**src/rtl/uart_tx_cfg.sv**
```systemverilog
// Parametrised UART transmitter (data width, parity, stop bits); optional input FIFO under UART_TX_FIFO_EN.
// Latency: start bit on tx_bit 1 cycle after the transfer edge (2 cycles with the FIFO).
// Backpressure: in_ready low while a frame is in progress (FIFO build: low only while the FIFO is full).

`ifdef UART_TX_FIFO_EN
// Generic synchronous FIFO with first-word fall-through read data.
// Latency: a write is visible on rd_dat and clears empty 1 cycle later.
// Backpressure: writes are dropped while full; reads are ignored while empty.
module uart_tx_cfg_fifo #(
    parameter int DEPTH = 4,
    parameter int WIDTH = 8
) (
    input  logic             user_clk,
    input  logic             rst_n,
    input  logic             wr_vld,
    input  logic [WIDTH-1:0] wr_dat,
    input  logic             rd_en,
    output logic [WIDTH-1:0] rd_dat,
    output logic             full,
    output logic             empty
);
    localparam int AW = $clog2(DEPTH);
    localparam logic [AW:0] PTR_ONE = 1;

    logic [WIDTH-1:0] mem_q [DEPTH];
    logic [AW:0]      wr_ptr_q;
    logic [AW:0]      rd_ptr_q;

    assign empty  = (wr_ptr_q == rd_ptr_q);
    assign full   = (wr_ptr_q[AW] != rd_ptr_q[AW]) && (wr_ptr_q[AW-1:0] == rd_ptr_q[AW-1:0]);
    assign rd_dat = mem_q[rd_ptr_q[AW-1:0]];

    always_ff @(posedge user_clk or negedge rst_n) begin
        if (!rst_n) begin
            wr_ptr_q <= '0;
            rd_ptr_q <= '0;
        end else begin
            if (wr_vld && !full) wr_ptr_q <= wr_ptr_q + PTR_ONE;
            if (rd_en && !empty) rd_ptr_q <= rd_ptr_q + PTR_ONE;
        end
    end

    always_ff @(posedge user_clk) begin
        if (wr_vld && !full) mem_q[wr_ptr_q[AW-1:0]] <= wr_dat;
    end
endmodule
`endif

module uart_tx_cfg #(
    parameter int CLK_FREQUENCY  = 66_000_000,
    parameter int UART_FREQUENCY = 921_600,
    parameter int DATA_BITS      = 8,
    parameter int PARITY         = 0,
    parameter int STOP_BITS      = 1,
    parameter int FIFO_DEPTH     = 4
) (
    input  logic                 user_clk,
    input  logic                 rst_n,
    input  logic                 in_valid,
    input  logic [DATA_BITS-1:0] in_data,
    output logic                 in_ready,
    output logic                 tx_bit,
    output logic                 busy,
    output logic                 frame_done
);
    localparam int TICKS_PER_BIT = CLK_FREQUENCY / UART_FREQUENCY;
    localparam int TW = $clog2(TICKS_PER_BIT);
    localparam int BW = $clog2(DATA_BITS + 1);
    localparam logic [TW-1:0] TICK_LAST = TW'(TICKS_PER_BIT - 1);
    localparam logic [TW-1:0] TICK_ONE  = TW'(1);
    localparam logic [BW-1:0] BIT_ONE   = BW'(1);
`ifdef UART_TX_FIFO_EN
    localparam bit FIFO_ON = 1'b1;
`else
    localparam bit FIFO_ON = 1'b0;
`endif

    if (PARITY < 0 || PARITY > 2) begin : g_bad_parity
        $error("uart_tx_cfg: PARITY must be 0, 1 or 2");
    end
    if (DATA_BITS < 5 || DATA_BITS > 9) begin : g_bad_data_bits
        $error("uart_tx_cfg: DATA_BITS must be 5..9");
    end
    if (STOP_BITS < 1 || STOP_BITS > 2) begin : g_bad_stop_bits
        $error("uart_tx_cfg: STOP_BITS must be 1 or 2");
    end
    if (TICKS_PER_BIT < 2) begin : g_bad_ticks
        $error("uart_tx_cfg: CLK_FREQUENCY / UART_FREQUENCY must be >= 2");
    end
    if (FIFO_ON && (FIFO_DEPTH < 2 || (FIFO_DEPTH & (FIFO_DEPTH - 1)) != 0)) begin : g_bad_depth
        $error("uart_tx_cfg: FIFO_DEPTH must be a power of two >= 2");
    end

    typedef enum logic [2:0] {S_IDLE, S_START, S_DATA, S_PARITY, S_STOP} state_t;

    state_t                state_q, state_d;
    logic [TW-1:0]         tick_q, tick_d;
    logic [BW-1:0]         bit_q, bit_d;
    logic [DATA_BITS-1:0]  shift_q, shift_d;
    logic                  par_q, par_d;
    logic                  tx_q, tx_d;
    logic                  done_d;
    logic                  bit_end;
    logic                  cap_vld;
    logic [DATA_BITS-1:0]  cap_dat;

`ifdef UART_TX_FIFO_EN
    logic fifo_full;
    logic fifo_empty;

    uart_tx_cfg_fifo #(
        .DEPTH (FIFO_DEPTH),
        .WIDTH (DATA_BITS)
    ) u_fifo (
        .user_clk (user_clk),
        .rst_n    (rst_n),
        .wr_vld   (in_valid),
        .wr_dat   (in_data),
        .rd_en    (cap_vld),
        .rd_dat   (cap_dat),
        .full     (fifo_full),
        .empty    (fifo_empty)
    );

    // Pop into the shifter only while idle; the start bit follows on the next cycle.
    assign cap_vld  = (state_q == S_IDLE) && !fifo_empty;
    assign in_ready = !fifo_full;
    assign busy     = (state_q != S_IDLE) || !fifo_empty;
`else
    assign cap_vld  = in_valid && (state_q == S_IDLE);
    assign cap_dat  = in_data;
    assign in_ready = (state_q == S_IDLE);
    assign busy     = (state_q != S_IDLE);
`endif

    assign tx_bit     = tx_q;
    assign frame_done = done_d;
    assign bit_end    = (tick_q == TICK_LAST);

    always_ff @(posedge user_clk or negedge rst_n) begin
        if (!rst_n) begin
            state_q <= S_IDLE;
            tick_q  <= '0;
            bit_q   <= '0;
            shift_q <= '0;
            par_q   <= 1'b0;
            tx_q    <= 1'b1;
        end else begin
            state_q <= state_d;
            tick_q  <= tick_d;
            bit_q   <= bit_d;
            shift_q <= shift_d;
            par_q   <= par_d;
            tx_q    <= tx_d;
        end
    end

    always_comb begin
        state_d = state_q;
        tick_d  = tick_q;
        bit_d   = bit_q;
        shift_d = shift_q;
        par_d   = par_q;
        tx_d    = tx_q;
        done_d  = 1'b0;

        if (state_q != S_IDLE) tick_d = bit_end ? '0 : tick_q + TICK_ONE;

        case (state_q)
            S_IDLE: begin
                tick_d = '0;
                if (cap_vld) begin
                    state_d = S_START;
                    shift_d = cap_dat;
                    par_d   = (PARITY == 1) ? ~(^cap_dat) : ^cap_dat;
                    bit_d   = '0;
                    tx_d    = 1'b0;
                end
            end
            S_START: begin
                if (bit_end) begin
                    state_d = S_DATA;
                    bit_d   = '0;
                    tx_d    = shift_q[0];
                end
            end
            S_DATA: begin
                if (bit_end) begin
                    if (bit_q == BW'(DATA_BITS - 1)) begin
                        bit_d = '0;
                        if (PARITY != 0) begin
                            state_d = S_PARITY;
                            tx_d    = par_q;
                        end else begin
                            state_d = S_STOP;
                            tx_d    = 1'b1;
                        end
                    end else begin
                        bit_d   = bit_q + BIT_ONE;
                        shift_d = shift_q >> 1;
                        tx_d    = shift_q[1];
                    end
                end
            end
            S_PARITY: begin
                if (bit_end) begin
                    state_d = S_STOP;
                    bit_d   = '0;
                    tx_d    = 1'b1;
                end
            end
            S_STOP: begin
                // bit_q counts stop bits here
                if (bit_end) begin
                    if (bit_q == BW'(STOP_BITS - 1)) begin
                        state_d = S_IDLE;
                        bit_d   = '0;
                        done_d  = 1'b1;
                    end else begin
                        bit_d = bit_q + BIT_ONE;
                    end
                end
            end
            default: state_d = S_IDLE;
        endcase
    end
endmodule

```
**config.mk**
```make
export PLATFORM = sky130hd
export DESIGN_NAME = uart_tx_cfg
export DESIGN_NICKNAME = d
export VERILOG_FILES = /design/src/rtl/uart_tx_cfg.sv
export SDC_FILE = /design/constraint.sdc
export NUM_CORES = 1
export LEC_CHECK = 0
export ABC_AREA = 1
export CAP_MARGIN = 20
export CORE_MARGIN = 10
export CORE_UTILIZATION = 28
export CTS_CLUSTER_SIZE = 24
export DETAILED_ROUTE_END_ITERATION = 6
export HOLD_SLACK_MARGIN = 0.1
export SLEW_MARGIN = 20
export SYNTH_ARGS = -nofsm -noshare
export SYNTH_HDL_FRONTEND = slang
export SYNTH_SLANG_ARGS = --single-unit
```
**constraint.sdc**
```tcl
create_clock -name user_clk -period 2.35 [get_ports user_clk]
set_clock_uncertainty 0.05 [all_clocks]
set_input_delay 0.235 -clock user_clk [delete_from_list [all_inputs] [get_ports user_clk]]
set_output_delay 0.235 -clock user_clk [all_outputs]
set_load 0.1 [all_outputs]
```
==> results.sh, run 1 <==
export IMPL_grt_overflow_total=0
export IMPL_clock_sinks=23
export IMPL_drive_gt1_share_pct=20.6
export IMPL_worst_path_max_fanout=6
export IMPL_period_share_pct=80.1
export IMPL_finalSetupViolations=0
export IMPL_insertion_delay_ns=0.26
export IMPL_cp_cell_sequence="inv_1 > ha_1 > nand2_1 > inv_1 > nand3_4 > nor3_2 > buf_12"
export IMPL_ys_seq_area_share_pct=41.1
export IMPL_fp_dieW_um=90.8
export IMPL_hold_violations=0
export IMPL_wl_per_cell_um=11.1
export IMPL_arrival_ns=1.60
export IMPL_grt_pass1_vias=1192
export IMPL_placedCellCount=257
export IMPL_clockBufferDepth=2
export IMPL_io_buffers=14
export IMPL_layout_commonest_cell="nand2_1"
export IMPL_synthTopCellsByArea="dfrtp_1, nand2_1, nand3_1"
export IMPL_numCtsBuffers=3
export IMPL_core_sq_um=4790
export IMPL_status="completed"
export IMPL_cts_resized=0
export IMPL_post_dp_hpwl_um=2290
export IMPL_utilization_pct=34.8
export IMPL_initial_utilization_pct=29.3
export IMPL_drt_first_pass_iters=4
export IMPL_slew_headroom_pct=71.5
export IMPL_grt_setup_unrepaired="false"
export IMPL_fmax_mhz=531
export IMPL_die_h_um=90.8
export IMPL_synth_top_cell_area_share_pct=39.2
export IMPL_ys_seq_elements=23
export IMPL_finalWorstSetupSlack_ns=0.468
export IMPL_place_congestion=0.832
export IMPL_cts_htree_levels=1
export IMPL_cts_root_buf="clkbuf_8"
export IMPL_slowest_delay_ns=0.41
export IMPL_power_leakage_nw=0.777
export IMPL_synthToLayoutAreaGrowth_pct=18.7
export IMPL_yosys_area_top_type="dfrtp_1"
export IMPL_cts_hold_buf=0
export IMPL_grt_usage_pct=7.37
export IMPL_hp_class="primary input to async pin"
export IMPL_power_density_nw_per_um2=405
export IMPL_dieArea_sq_um=8250
export IMPL_holdWs_ns=0.217
export IMPL_dp_slack_ns=0.695
export IMPL_ant_nets=0
export IMPL_start_kind="flip-flop"
export IMPL_fin_crit_ns=1.88
export IMPL_path_common_cell="inv_1"
export IMPL_syn_area_sq_um=1400
export IMPL_grt_max_degree=16
export IMPL_drt_vias_per_instance=4.42
export IMPL_r2r_slack_ns=0.68
export IMPL_diodes=0
export IMPL_drc=0
export IMPL_finalMaxSlewViolations=0
export IMPL_post_layout_nonfiller_instances=261
export IMPL_avgSynthCellArea_sq_um=7.89
export IMPL_grt_pass1_wl_um=5280
export IMPL_cts_setup_buffers=0
export IMPL_synth_distinct_cells=27
export IMPL_vias=1154
export IMPL_tritoncts="done"
export IMPL_yosysWarnings=0
export IMPL_tightest_slew_ns=0.426
export IMPL_crit_type="flip-flop to primary output"
export IMPL_worstPathRequired_ns=2.07
export IMPL_layout_nets=210
export IMPL_synth_cells=178
export IMPL_antenna_found_initial=0
export IMPL_final_cell_mix="nand2_1, dfrtp_1, inv_1, nand3_1, nor2_1"
export IMPL_fin_tns_setup_ns=0
export IMPL_path_clk_slew_ns=0.08
export IMPL_routed_wl_um=2900
export IMPL_endpoint_kind="primary output"
export IMPL_io_pins=15
export IMPL_cap_violations=0
export IMPL_slowest_stage="dfrtp_1"
export IMPL_row_count=25
export IMPL_ir_worst_vdd_v=0.000142
export IMPL_dr_first_iter_drc_count=97
export IMPL_syn_nets=193
==> logic make-up (layout without fill, tap and decap cells) <==
group	count (synthesis)	count (layout)	synth area share, %
xor+xnor	2	2	1.25
fa+ha+maj	4	4	3.57
simple gates	101	101	35.1
compound gates	25	25	12.1
buf+inv	23	39	6.86
flops	23	23	41.1
==> state kept, by name (all words and copies together), names as in the netlist <==
register,count
tx_bit,1
bit_q,4
state_q,3
tick_q,7
shift_q,8
==> power breakdown <==
| group | switching (mW) | internal, mW | total [mW] |
|---|---|---|---|
| sequential | 0 | 0.395 | 0.395 |
| clock | 0.128 | 0.121 | 0.249 |
| combinational | 0.0128 | 0.0173 | 0.0301 |
==> worst max-delay path: cells and delay by family (launching register included) <==
kind	cells	cell delay (ns)
DFF	1	0.41
buffers and inverters	3	0.37
and+or+nand+nor	3	0.40
adders and majority gates	1	0.15
==> Yosys cell counts <==
cell      number
nand2_1       44
dfrtp_1       22
inv_1         17
nand3_1       16
nor2_1        14
o21ai_0        8
o21ai_2        7
or2_2          6
a21oi_1        5
nand2_2        5
ha_1           4
nand4_1        4
nor3_1         4
inv_2          3
nor2_2         3
buf_2          2
nand2_4        2
nor2_4         2
xnor2_1        2
a21boi_0       1
a21oi_4        1
buf_6          1
dfstp_2        1
nand3_4        1
o211ai_1       1
o21a_1         1
o21ai_1        1
==> metrics by stage <==
stage          instance area, sq um  total power, mW
2_1_floorplan                  1410            0.408
3_3_place_gp                   1620            0.435
3_5_place_dp                   1620            0.435
4_1_cts                        1670            0.681
5_1_grt                        1670            0.699
6_report                       1670            0.674
==> area by class of cell <==
class / count / area (sq um)
fill: 510 / 3120
multi-input combinational: 132 / 736
sequential: 23 / 577
timing repair buffer: 15 / 150
tap: 67 / 83.8
inverter: 20 / 75.1
clock buffer: 4 / 45.0
==> per-layer routing <==
metal | share of wire, % | GRT usage (%) | vias to the layer above
met1 | 48 | 9.25 | 526
met4 | 1.6 | 3.13 | 0
met3 | 2.0 | 0.914 | 4
li1 | - | - | 613
met2 | 48 | 12.3 | 11
met5 | 0 | 0 | -
==> final timing paths <==
check                                       start                     end  cells past startpoint
setup / recovery              tick_q[0]$_DFF_PN0_              frame_done                      7
hold / removal                              rst_n     tick_q[6]$_DFF_PN0_                      1
setup reg to reg              tick_q[0]$_DFF_PN0_  shift_q[5]$_DFFE_PN0P_                      9
hold reg to reg            shift_q[0]$_DFFE_PN0P_  shift_q[0]$_DFFE_PN0P_                      2
max in group asynchronous                   rst_n  shift_q[6]$_DFFE_PN0P_                      2
min in group user_clk      shift_q[0]$_DFFE_PN0P_  shift_q[0]$_DFFE_PN0P_                      2
No activity file was read; power rests on OpenSTA's default activity.
==> run 2, diff against run 1 <==
==> constraint.sdc (replaced) <==
create_clock -name user_clk -period 1.5 [get_ports user_clk]
set_clock_uncertainty 0.05 [all_clocks]
set_input_delay 0.15 -clock user_clk [delete_from_list [all_inputs] [get_ports user_clk]]
set_output_delay 0.15 -clock user_clk [all_outputs]
set_load 0.1 [all_outputs]
==> results.sh, run 2 (same netlist as run 1, synthesis figures left out) <==
export IMPL_worst_path_max_fanout=2
export IMPL_finalSetupViolations=18
export IMPL_r2r_slack_ns=-0.23
export IMPL_row_count=25
export IMPL_grt_pass1_vias=1304
export IMPL_p_comb_share_pct=4.5
export IMPL_fp_dieW_um=90.8
export IMPL_power_frac_clock_pct=36.5
export IMPL_antenna_found_initial=0
export IMPL_drt_first_pass_iters=4
export IMPL_tritoncts="done"
export IMPL_slowest_stage="dfrtp_1"
export IMPL_internal_power_uw=836
export IMPL_r2r_start="tick_q[0]$_DFF_PN0_"
export IMPL_dieArea_sq_um=8250
export IMPL_final_cell_mix="nand2_1, buf_4, dfrtp_1, inv_1"
export IMPL_largest_register="shift_q"
export IMPL_grt_max_degree=24
export IMPL_io_buffers=14
export IMPL_reg_top3="shift_q (8), tick_q (7), bit_q (4)"
export IMPL_layout_commonest_cell="nand2_1"
export IMPL_nFillCells=480
export IMPL_p_sw_share_pct=20.4
export IMPL_insertion_delay_ns=0.26
export IMPL_clockBufferDepth=2
export IMPL_power_density_nw_per_um2=513
export IMPL_worst_path_stages=8
export IMPL_drive_gt1_share_pct=39.3
export IMPL_placed_area_sq_um=1860
export IMPL_dr_first_iter_drc_count=88
export IMPL_initial_utilization_pct=29.3
export IMPL_endpoint_kind="primary output"
export IMPL_routed_wl_um=3270
export IMPL_vias=1292
export IMPL_arrival_ns=1.53
export IMPL_io_pins=15
export IMPL_p_seq_share_pct=59.0
export IMPL_critPathBufInv=4
export IMPL_place_congestion=0.769
export IMPL_cts_root_buf="clkbuf_8"
export IMPL_synthToLayoutAreaGrowth_pct=46.0
export IMPL_core_sq_um=4790
export IMPL_layout_nets=240
export IMPL_ir_worst_vdd_v=0.000299
export IMPL_cts_hold_buf=0
export IMPL_cap_violations=0
export IMPL_holdWs_ns=0.182
export IMPL_utilization_pct=42.8
export IMPL_start_kind="flip-flop"
export IMPL_status="finished with violations"
export IMPL_slowest_delay_ns=0.38
export IMPL_path_clk_slew_ns=0.08
export IMPL_power_leakage_nw=0.930
export IMPL_fin_area_sq_um=2050
export IMPL_diodes=0
export IMPL_wl_per_cell_um=11.2
export IMPL_fin_crit_ns=1.73
export IMPL_hold_violations=0
export IMPL_drt_vias_per_instance=4.44
export IMPL_grt_overflow_total=0
export IMPL_numCtsBuffers=3
export IMPL_grt_usage_pct=8.54
export IMPL_slew_headroom_pct=80.2
export IMPL_fmax_mhz=578
export IMPL_largest_register_ffs=8
export IMPL_cp_cell_sequence="inv_1 > ha_2 > nand2_2 > inv_2 > nand3_4 > buf_6 > nor3_4 > buf_12"
export IMPL_violations="setup timing"
export IMPL_tightest_slew_ns=0.296
export IMPL_r2r_cells=11
export IMPL_cts_htree_levels=1
export IMPL_finalWorstSetupSlack_ns=-0.230
export IMPL_multiInputGateArea_sq_um=838
export IMPL_hp_class="primary input to async pin"
export IMPL_finalMaxSlewViolations=0
export IMPL_post_dp_hpwl_um=2460
export IMPL_p_switching_uw=215
export IMPL_die_h_um=90.8
export IMPL_clock_sinks=23
export IMPL_worstPathRequired_ns=1.30
export IMPL_period_share_pct=115
export IMPL_drc=0
export IMPL_crit_type="flip-flop to primary output"
export IMPL_crit_family="buffers and inverters"
export IMPL_grt_setup_unrepaired="true"
export IMPL_r2r_end="state_q[1]$_DFFE_PN0P_"
export IMPL_grt_pass1_wl_um=6090
export IMPL_regArea_sq_um=579
export IMPL_ant_nets=0
[run 2: cell count changes in the layout (fill, tap and decap cells not counted), sizes merged]
| cell | previous run | this run |
|---|---|---|
| buf | 5 | 34 |
| clkinvlp | 0 | 1 |
| inv | 20 | 19 |
| nand2 | 51 | 52 |
[run 2: through the flow]
| stage | worst slack (ns) | setup TNS, ns | total power, mW | std cells |
|---|---|---|---|---|
| floorplan | -0.278 | -0.750 | 0.639 | 178 |
| global placement | -0.0190 | -0.113 | 0.682 | 279 |
| detailed placement | -0.0476 | -0.329 | 0.681 | 279 |
| CTS | -0.301 | -3.33 | 1.07 | 289 |
| global route | -0.364 | -5.39 | 1.11 | 291 |
| finish | -0.230 | -3.13 | 1.05 | 291 |
[run 2: worst max path at each step]
stage,from,to,slack [ns]
detailed placement,tick_q[0]$_DFF_PN0_,state_q[1]$_DFFE_PN0P_,-0.05
CTS,tick_q[0]$_DFF_PN0_,frame_done,-0.30
global placement,tick_q[0]$_DFF_PN0_,state_q[2]$_DFFE_PN0P_,-0.02
finish,tick_q[0]$_DFF_PN0_,frame_done,-0.23
floorplan,state_q[0]$_DFFE_PN0P_,frame_done,-0.28
global route,tick_q[0]$_DFF_PN0_,frame_done,-0.36
[run 2: final cells by class]
type | count | share of cell area, %
Clock buffer | 4 | 2.20
Inverter | 20 | 3.85
Multi-Input combinational cell | 133 | 40.9
Sequential cell | 23 | 28.3
Tap cell | 67 | 4.09
Timing Repair Buffer | 44 | 20.7
[run 2: power by group through the flow]
stage | registers, mW | logic, mW | clock network [mW]
after floorplan | 0.632 | 0.00747 | 0
after detailed placement | 0.632 | 0.0495 | 0
final | 0.619 | 0.0474 | 0.384
after global routing | 0.620 | 0.0532 | 0.437
after CTS | 0.619 | 0.0493 | 0.398
after global placement | 0.632 | 0.0498 | 0
[run 2: per-layer routing]
metal  up-vias  routed length, um  track usage [%]
met4         0                 53             3.13
met3         4                 84             1.50
met1       605               1520             10.8
li1        669                  -                -
met5         -                  0                0
met2        14               1610             14.1
[run 2: what timing repair did]
item                       in CTS  in global routing
pin swaps                       7                  7
hold endpoints to repair        0                  0
resized for setup              15                  8
cloned                          1                  0
buffers inserted                5                  2
setup endpoints to repair      19                 21
==> run 3, diff against run 2 <==
--- a/config.mk
+++ b/config.mk
@@ -11,6 +11,7 @@
 export CORE_UTILIZATION = 28
 export CTS_CLUSTER_SIZE = 24
 export DETAILED_ROUTE_END_ITERATION = 6
+export GPL_TIMING_DRIVEN = 1
 export HOLD_SLACK_MARGIN = 0.1
 export SLEW_MARGIN = 20
 export SYNTH_ARGS = -nofsm -noshare
==> results of run 3 <==
No change in the layout: final DEF, timing and power equal those of run 2.
